File: src/rtl/gate_result_serializer.sv
// rtl/gate_result_serializer.sv - four-word gate result frame serializer (optional zero skipping via SER_ZERO_SKIP_EN)
module gate_result_serializer #(
    parameter int WIDTH = 32
) (
    input  logic             clk,
    input  logic             rst_n,
    input  logic             in_valid,
    output logic             in_ready,
    input  logic [WIDTH-1:0] in_and,
    input  logic [WIDTH-1:0] in_or,
    input  logic [WIDTH-1:0] in_not,
    input  logic [WIDTH-1:0] in_nand,
    output logic             out_valid,
    input  logic             out_ready,
    output logic [WIDTH-1:0] out_data,
    output logic [1:0]       out_sel,
    output logic             out_last
);

    typedef enum logic {IDLE, SEND} state_t;

    state_t           state;
    logic [WIDTH-1:0] words [4];
    logic [3:0]       mask;
    logic [1:0]       idx;
    logic [1:0]       last_idx;
    logic             in_ready_r;
    logic             out_valid_r;
    logic             out_last_r;
    logic [WIDTH-1:0] out_data_r;

    logic [WIDTH-1:0] in_words [4];
    logic [3:0]       in_mask;
    logic [1:0]       in_first;
    logic [1:0]       in_last;
    logic [1:0]       cur_next;

    // Lowest set index in m at or above from (from may be 4 when nothing remains).
    function automatic logic [1:0] next_set(input logic [3:0] m, input logic [2:0] from);
        logic [1:0] r;
        r = 2'd0;
        for (int i = 3; i >= 0; i--) begin
            if (m[i] && (i >= int'(from))) r = i[1:0];
        end
        return r;
    endfunction

    // Highest set index in m.
    function automatic logic [1:0] last_set(input logic [3:0] m);
        logic [1:0] r;
        r = 2'd0;
        for (int i = 0; i < 4; i++) begin
            if (m[i]) r = i[1:0];
        end
        return r;
    endfunction

    assign in_words[0] = in_and;
    assign in_words[1] = in_or;
    assign in_words[2] = in_not;
    assign in_words[3] = in_nand;

    // Marks which incoming words are to be sent.
    always_comb begin
        in_mask = 4'hF;
`ifdef SER_ZERO_SKIP_EN
        for (int i = 0; i < 4; i++) begin
            in_mask[i] = |in_words[i];
        end
`else
        in_mask = 4'hF;
`endif
    end

    // Index selection for the incoming frame and the captured frame.
    always_comb begin
        in_first = next_set(in_mask, 3'd0);
        in_last  = last_set(in_mask);
        cur_next = next_set(mask, {1'b0, idx} + 3'd1);
    end

    // Frame capture and word sequencing; all outputs are registered here.
    always_ff @(posedge clk or negedge rst_n) begin
        if (!rst_n) begin
            state       <= IDLE;
            idx         <= 2'd0;
            last_idx    <= 2'd0;
            mask        <= 4'd0;
            in_ready_r  <= 1'b0;
            out_valid_r <= 1'b0;
            out_last_r  <= 1'b0;
            out_data_r  <= '0;
            for (int i = 0; i < 4; i++) begin
                words[i] <= '0;
            end
        end else begin
            case (state)
                IDLE: begin
                    in_ready_r <= 1'b1;
                    if (in_ready_r && in_valid && (|in_mask)) begin
                        for (int i = 0; i < 4; i++) begin
                            words[i] <= in_words[i];
                        end
                        mask        <= in_mask;
                        last_idx    <= in_last;
                        idx         <= in_first;
                        out_data_r  <= in_words[in_first];
                        out_last_r  <= (in_first == in_last);
                        out_valid_r <= 1'b1;
                        in_ready_r  <= 1'b0;
                        state       <= SEND;
                    end
                end
                SEND: begin
                    if (out_ready) begin
                        if (out_last_r) begin
                            state       <= IDLE;
                            idx         <= 2'd0;
                            out_valid_r <= 1'b0;
                            out_last_r  <= 1'b0;
                            out_data_r  <= '0;
                            in_ready_r  <= 1'b1;
                        end else begin
                            idx        <= cur_next;
                            out_data_r <= words[cur_next];
                            out_last_r <= (cur_next == last_idx);
                        end
                    end
                end
                default: begin
                    state <= IDLE;
                end
            endcase
        end
    end

    assign in_ready  = in_ready_r;
    assign out_valid = out_valid_r;
    assign out_data  = out_data_r;
    assign out_sel   = idx;
    assign out_last  = out_last_r;

endmodule

File: config.mk
export PLATFORM = sky130hd
export DESIGN_NAME = gate_result_serializer
export DESIGN_NICKNAME = d
export VERILOG_FILES = /design/src/rtl/gate_result_serializer.sv
export SDC_FILE = /design/constraint.sdc
export NUM_CORES = 1
export LEC_CHECK = 0
export BUFFER_PORTS_ARGS = -buffer_cell sky130_fd_sc_hd__buf_2
export CORE_UTILIZATION = 50
export DETAILED_ROUTE_END_ITERATION = 7
export PLACE_DENSITY = 0.76
export SETUP_SLACK_MARGIN = 0.1
export SYNTH_ARGS = -nofsm -noshare
export SYNTH_HDL_FRONTEND = slang
export SYNTH_SLANG_ARGS = --single-unit
export TNS_END_PERCENT = 10
File: constraint.sdc
create_clock -name clk -period 1.4 [get_ports clk]
set_clock_uncertainty 0.05 [all_clocks]
set_input_delay 0.07 -clock clk [delete_from_list [all_inputs] [get_ports clk]]
set_output_delay 0.07 -clock clk [all_outputs]
set_load 0.01 [all_outputs]
### Yosys cells after proc, flatten, opt, wreduce, memory -nomap -nowiden

Cells that the tools add are included.

| storage, ports and cells | value |
|---|---|
| bits in latches | 0 |
| flip-flop bits (word level) | 168 |
| ROM bits | 0 |
| input port bits | 132 |
| bits in writable memories | 0 |
| memories | 0 |
| output and inout bits | 37 |

| operators by class | value |
|---|---|
| shifts and indexed selects | 0 |
| bitwise logic cells | 2 |
| divide/modulo/power cells | 0 |
| $lt $le $gt $ge | 5 |
| multipliers | 0 |
| multiplexer cells | 31 |
| add/sub/neg operators | 1 |
| eq/ne operators | 4 |
| reductions and logical operators | 9 |

Operators with widths:

| kind | count |
|---|---|
| 2-to-1 mux 32 bit | 5 |
| binary-select mux 32 bit (select 2 bit) | 1 |
| case mux 32 bit (2 select lines) | 1 |
| 2-to-1 mux 2 bit | 7 |
| 2-to-1 mux 1 bit | 12 |
| case mux 1 bit (2 select lines) | 4 |
| greater-or-equal comparator 1 x 3 -> 1 bit, first input constant | 2 |
| greater-or-equal comparator 2 x 3 -> 1 bit, first input constant | 2 |
| AND reduction 2 bit | 3 |
| logical AND 1 bit | 5 |
| != test 2 bit, second input constant | 2 |
| case mux 2 bit (2 select lines) | 1 |
| adder 2 x 1 -> 3 bit, second input constant | 1 |
| greater-or-equal comparator 3 bit, second input constant | 1 |
| NOT 2 -> 3 bit | 1 |
| AND reduction 3 bit | 1 |
| equality test 2 bit | 1 |
| != test 2 x 1 -> 1 bit, second input constant | 1 |
| NOT 1 bit | 1 |

### Logic depth before layout (Yosys ltp)

| logic depth | value |
|---|---|
| depth after elaboration | 14 |
| depth in mapped cells | 7 |
| gate-level depth less buffers | 3 |

### Worst setup path after synthesis

Ideal clock, no wire load.

| timing path | value |
|---|---|
| path kind | flip-flop to flip-flop |
| from | reg idx[0], in the netlist out_sel[0] |
| to | reg out_data_r[10], in the netlist out_data[10] |
| clock period less this slack | 1.524 ns |
| cell stages (with the launch flop) | 6 |
| buffers on the path | 2 |
| path slack | -0.124 ns |
| setup time | 0.131 ns |
| arrival | 1.343 ns |
| path through | dfrtp_1 -> buf_6 -> or3b_4 -> buf_6 -> o221ai_1 -> a211oi_2 |

| between the ends | value |
|---|---|
| longest elaborated chain between the ends | 14 |
| elaborated cells between the ends (all ways) | 20 |

RTL lines:

| element | RTL line | text |
|---|---|---|
| start: declaration | 25 | `logic [1:0] idx;` |
| start signal: assignment | 106 | `idx <= in_first;` |
| start signal: assignment | 124 | `idx <= cur_next;` |
| adder 2 x 1 -> 3 bit * | 79 | `cur_next = next_set(mask, {1'b0, idx} + 3'd1);` |
| greater-or-equal comparator 2 x 3 -> 1 bit | 43 | `if (m[i] && (i >= int'(from))) r = i[1:0];` |
| logical AND 1 bit | 43 |  |
| 2-to-1 mux 2 bit (3 in a row) | 43 |  |
| 2-to-1 mux 2 bit * | 43 |  |
| NOT 2 -> 3 bit (not written as such) * | 125 | `out_data_r <= words[cur_next];` |
| binary-select mux 32 bit (select 2 bit) * | 125 |  |
| 2-to-1 mux 32 bit (not written as such) * (2 in a row) | 125 |  |
| 2-to-1 mux 32 bit * | 116 | `if (out_last_r) begin` |
| 2-to-1 mux 32 bit * | 115 | `if (out_ready) begin` |
| case mux 32 bit (2 select lines) * | 97 | `case (state)` |
| end signal: assignment | 107 | `out_data_r <= in_words[in_first];` |
| end signal: assignment | 125 |  |
| end: declaration | 30 | `logic [WIDTH-1:0] out_data_r;` |

Mark *: on every way between the ends. The rest lies on a longest branch, timed or not. The select of a mux whose other input is x is not followed.
A chain may end at the register's enable or synchronous reset.

### Final worst setup path

| timing path | value |
|---|---|
| from | reg idx[1], in the netlist out_sel[1] |
| to | reg out_data_r[22], in the netlist out_data[22] |

The elaborated chain is that of the path after synthesis.

==> results.md <==
- Status: finished, violations left
- Failing checks: negative setup slack
- Pwr dens: about 2100 mW/mm^2
- Chip height: ~130 um
- Die footprint: approximately 0.017 sq mm
- IO buf count: 168
- Num rows: 47
- First-pass DRT Iterations: 5
- Peak VDD IR: around 1400 uV
- FILL cells: between 1000 and 1500
- Fmax: about 630 MHz
- FFs w/ async S/R, synth: 100%
- Fin. Hold Viols: 0
- Commonest non-fill, non-tap cell in the layout: nand2_1
- Max-cap violations: 0
- Mapped cell area: approximately 0.0085 sq mm
- GRT Util Overall: between 30% and 40%
- Worst-margin pin slew: 0.443 ns
- Largest net degree at the start of global routing: 44
- Reg clk slew, reported paths: approximately 0.070 ns
- Min Tclk post-route: approximately 1.6 ns
- Leakage: 5.93 nW
- Yosys Warn Count: 0
- Dpl hpwl: roughly 16000 um
- Main flop type after synthesis: dfrtp_1
- CTS Buf Count: 17
- Layout area overhead: 47.4%
- Crit Path Category: reg -> reg
- Worst Hold Class: in -> async
- Critical Path Sink Type: flop
- Post-route ant nets: 0
- TritonCTS clock tree: done
- PnR worst setup slack: -0.189 ns
- Worst hold slack: ~0.093 ns
- CTS Sinks: between 150 and 200
- GPL Wtd Cong: a little over 0.8
- Rel. slew slack: ~70%
- Synthesized area per cell: about 9.3 sq um
- Most frequent cells in the layout: 373 x nand2_1, 165 x buf_2, 162 x dfrtp_1
- CP max FO: 21
- Ports: between 150 and 200
- Iteration-0 DRC Markers: around 800
- Initial core utilization: around 51%
- # DRC: 0
- GRT overflow: 0
- Critical Path Max Stage Delay: 0.39 ns
- Critical path, cell by cell: buf_6 -> buf_12 -> nor3b_1 -> o221a_1 -> a211oi_2
- Vias in the first global route: around 8500
- Final nets: 1373
- Drt total wl: 27800 um
- Crit path max-delay cell type: dfrtp_2
- Inst Count DP: around 1300
- Worst EP required: roughly 1.7 ns
- Final setup violation count: around 160
- Routed len/inst: approximately 19 um
- CP Launch Type: flop
- Buf/Inv on CP: 2
- Clock Tree Buf Depth: 2
- Post-synth EDFFs: 0
- RSZ-0062 raised after global routing: true
- Netlist cell types: 33
- DR vias: 8399
- Fin. max-slew vios: 0
- Vias per cell: between 5 and 6
- Syn Nets: about 1000
- Global-route wire length before repair: between 40000 and 50000 um
- Final Power: 26.0 mW
- Die Wd: approximately 130 um
- Data arrival, critical path: around 1.9 ns
- Clk root buf: clkbuf_16
- Number of H-tree levels: 4
- Tcrit/Tclk final: 113%
- Skew-Pair Late Insertion Delay: around 0.43 ns
- Core Area: 0.0166 sq mm
- Initial antenna violation count: 1
- Top cell family by delay on the critical path: flip-flops
- Layout cell share with drive strength beyond 1: a little under a third
- Post-synthesis sequential area ratio: between 40% and 50%
- Non-filler instance count after layout: approximately 1500
- Yosys reg bits: 167
- Mapped Cells: roughly 900
## registers in the layout, summed over array words and instances, names as in the netlist
register and cells:
out_last 1, in_ready 1, words 128, state 1, out_valid 1, out_sel 2, out_data 32, last_idx 1
## cells by family after synthesis
group / count (synthesis) / synth area share, %
AND/OR/NAND/NOR: 531 / 29.7
multiplexers: 2 / 0.251
AO/OA/AOI/OAI: 133 / 14.4
flip-flops: 167 / 49.3
buffers and inverters: 84 / 6.43
## per-stage QoR
stage,TNS (ns),utilization [%],area (sq um),setup WS [ns]
global placement,-5.41,61.2,10100,-0.105
finish,-13.88,75.4,12500,-0.189
global route,-20.67,75.4,12500,-0.273
CTS,-6.11,74.6,12400,-0.150
floorplan,-4.81,-,8650,-0.111
detailed placement,-8.72,61.2,10100,-0.178
## report_power, final
part	switching [mW]	internal, mW
sequential	1.75	7.17
combinational	6.43	6.02
clock	1.95	2.71
total	10.1	15.9
## worst paths after layout
path | to | cells past startpoint | slack [ns] | startpoint
hold / removal | words[3] | 2 | 0.09 | rst_n
hold reg to reg | words[95] | 2 | 0.42 | words[95]
setup reg to reg | out_data[22] | 5 | -0.19 | out_sel[1]
max in group asynchronous | words[25] | 3 | 0.61 | rst_n
min in group clk | out_last | 3 | 0.13 | out_ready
setup / recovery | out_data[22] | 5 | -0.19 | out_sel[1]
## final cells by class
type / instances / area [sq um] / share of cell area [%]
Clock buffer: 20 / 457 / 3.65
Timing Repair Buffer: 389 / 3380 / 27.0
Clock inverter: 12 / 128 / 1.02
Antenna cell: 1 / 2.50 / 0.0200
Multi-Input combinational cell: 666 / 4080 / 32.6
Tap cell: 220 / 275 / 2.20
Sequential cell: 167 / 4190 / 33.5
## routing by layer
layer / up-vias / share of wire, % / global-route usage [%]
met5: - / 0 / 0
met4: 0 / 3.4 / 15.3
met3: 85 / 6.7 / 5.57
met2: 462 / 49 / 52.5
met1: 4034 / 41 / 41.4
li1: 3818 / - / -
## Yosys cell counts, drive strengths merged (2+ instances only)
| cell type | n | area share (%) |
|---|---|---|
| nand2 | 389 | 17 |
| dfrtp | 167 | 49 |
| nor3b | 63 | 5.6 |
| buf | 61 | 5.4 |
| o21ai | 32 | 1.9 |
| o221ai | 32 | 3.3 |
| a211oi | 31 | 4.4 |
| nor3 | 31 | 1.8 |
| nor4bb | 31 | 3.7 |
| o221a | 31 | 4.1 |
| clkbuf | 23 | 1.0 |
| nand2b | 4 | 0.29 |
| nor2 | 3 | 0.13 |
| a21o | 2 | 0.18 |
| and3b | 2 | 0.21 |
| nand3b | 2 | 0.18 |
## repair_timing
item / 4_1_cts / 5_1_grt
gates resized for setup: 32 / 36
endpoints found under the hold margin: 301 / 0
cloned: 5 / 2
hold buffers: 130 / 0
buffers inserted: 8 / 0
pin swaps: 28 / 24
endpoints found under the setup margin: 168 / 168
## worst register-to-register path: stages (launching register included)
cell	delay, ns
dfrtp_2	0.39
buf_6	0.14
buf_12	0.16
nor3b_1	0.39
o221a_1	0.28
a211oi_2	0.06
Note: power is estimated with default switching activity, not from simulation.
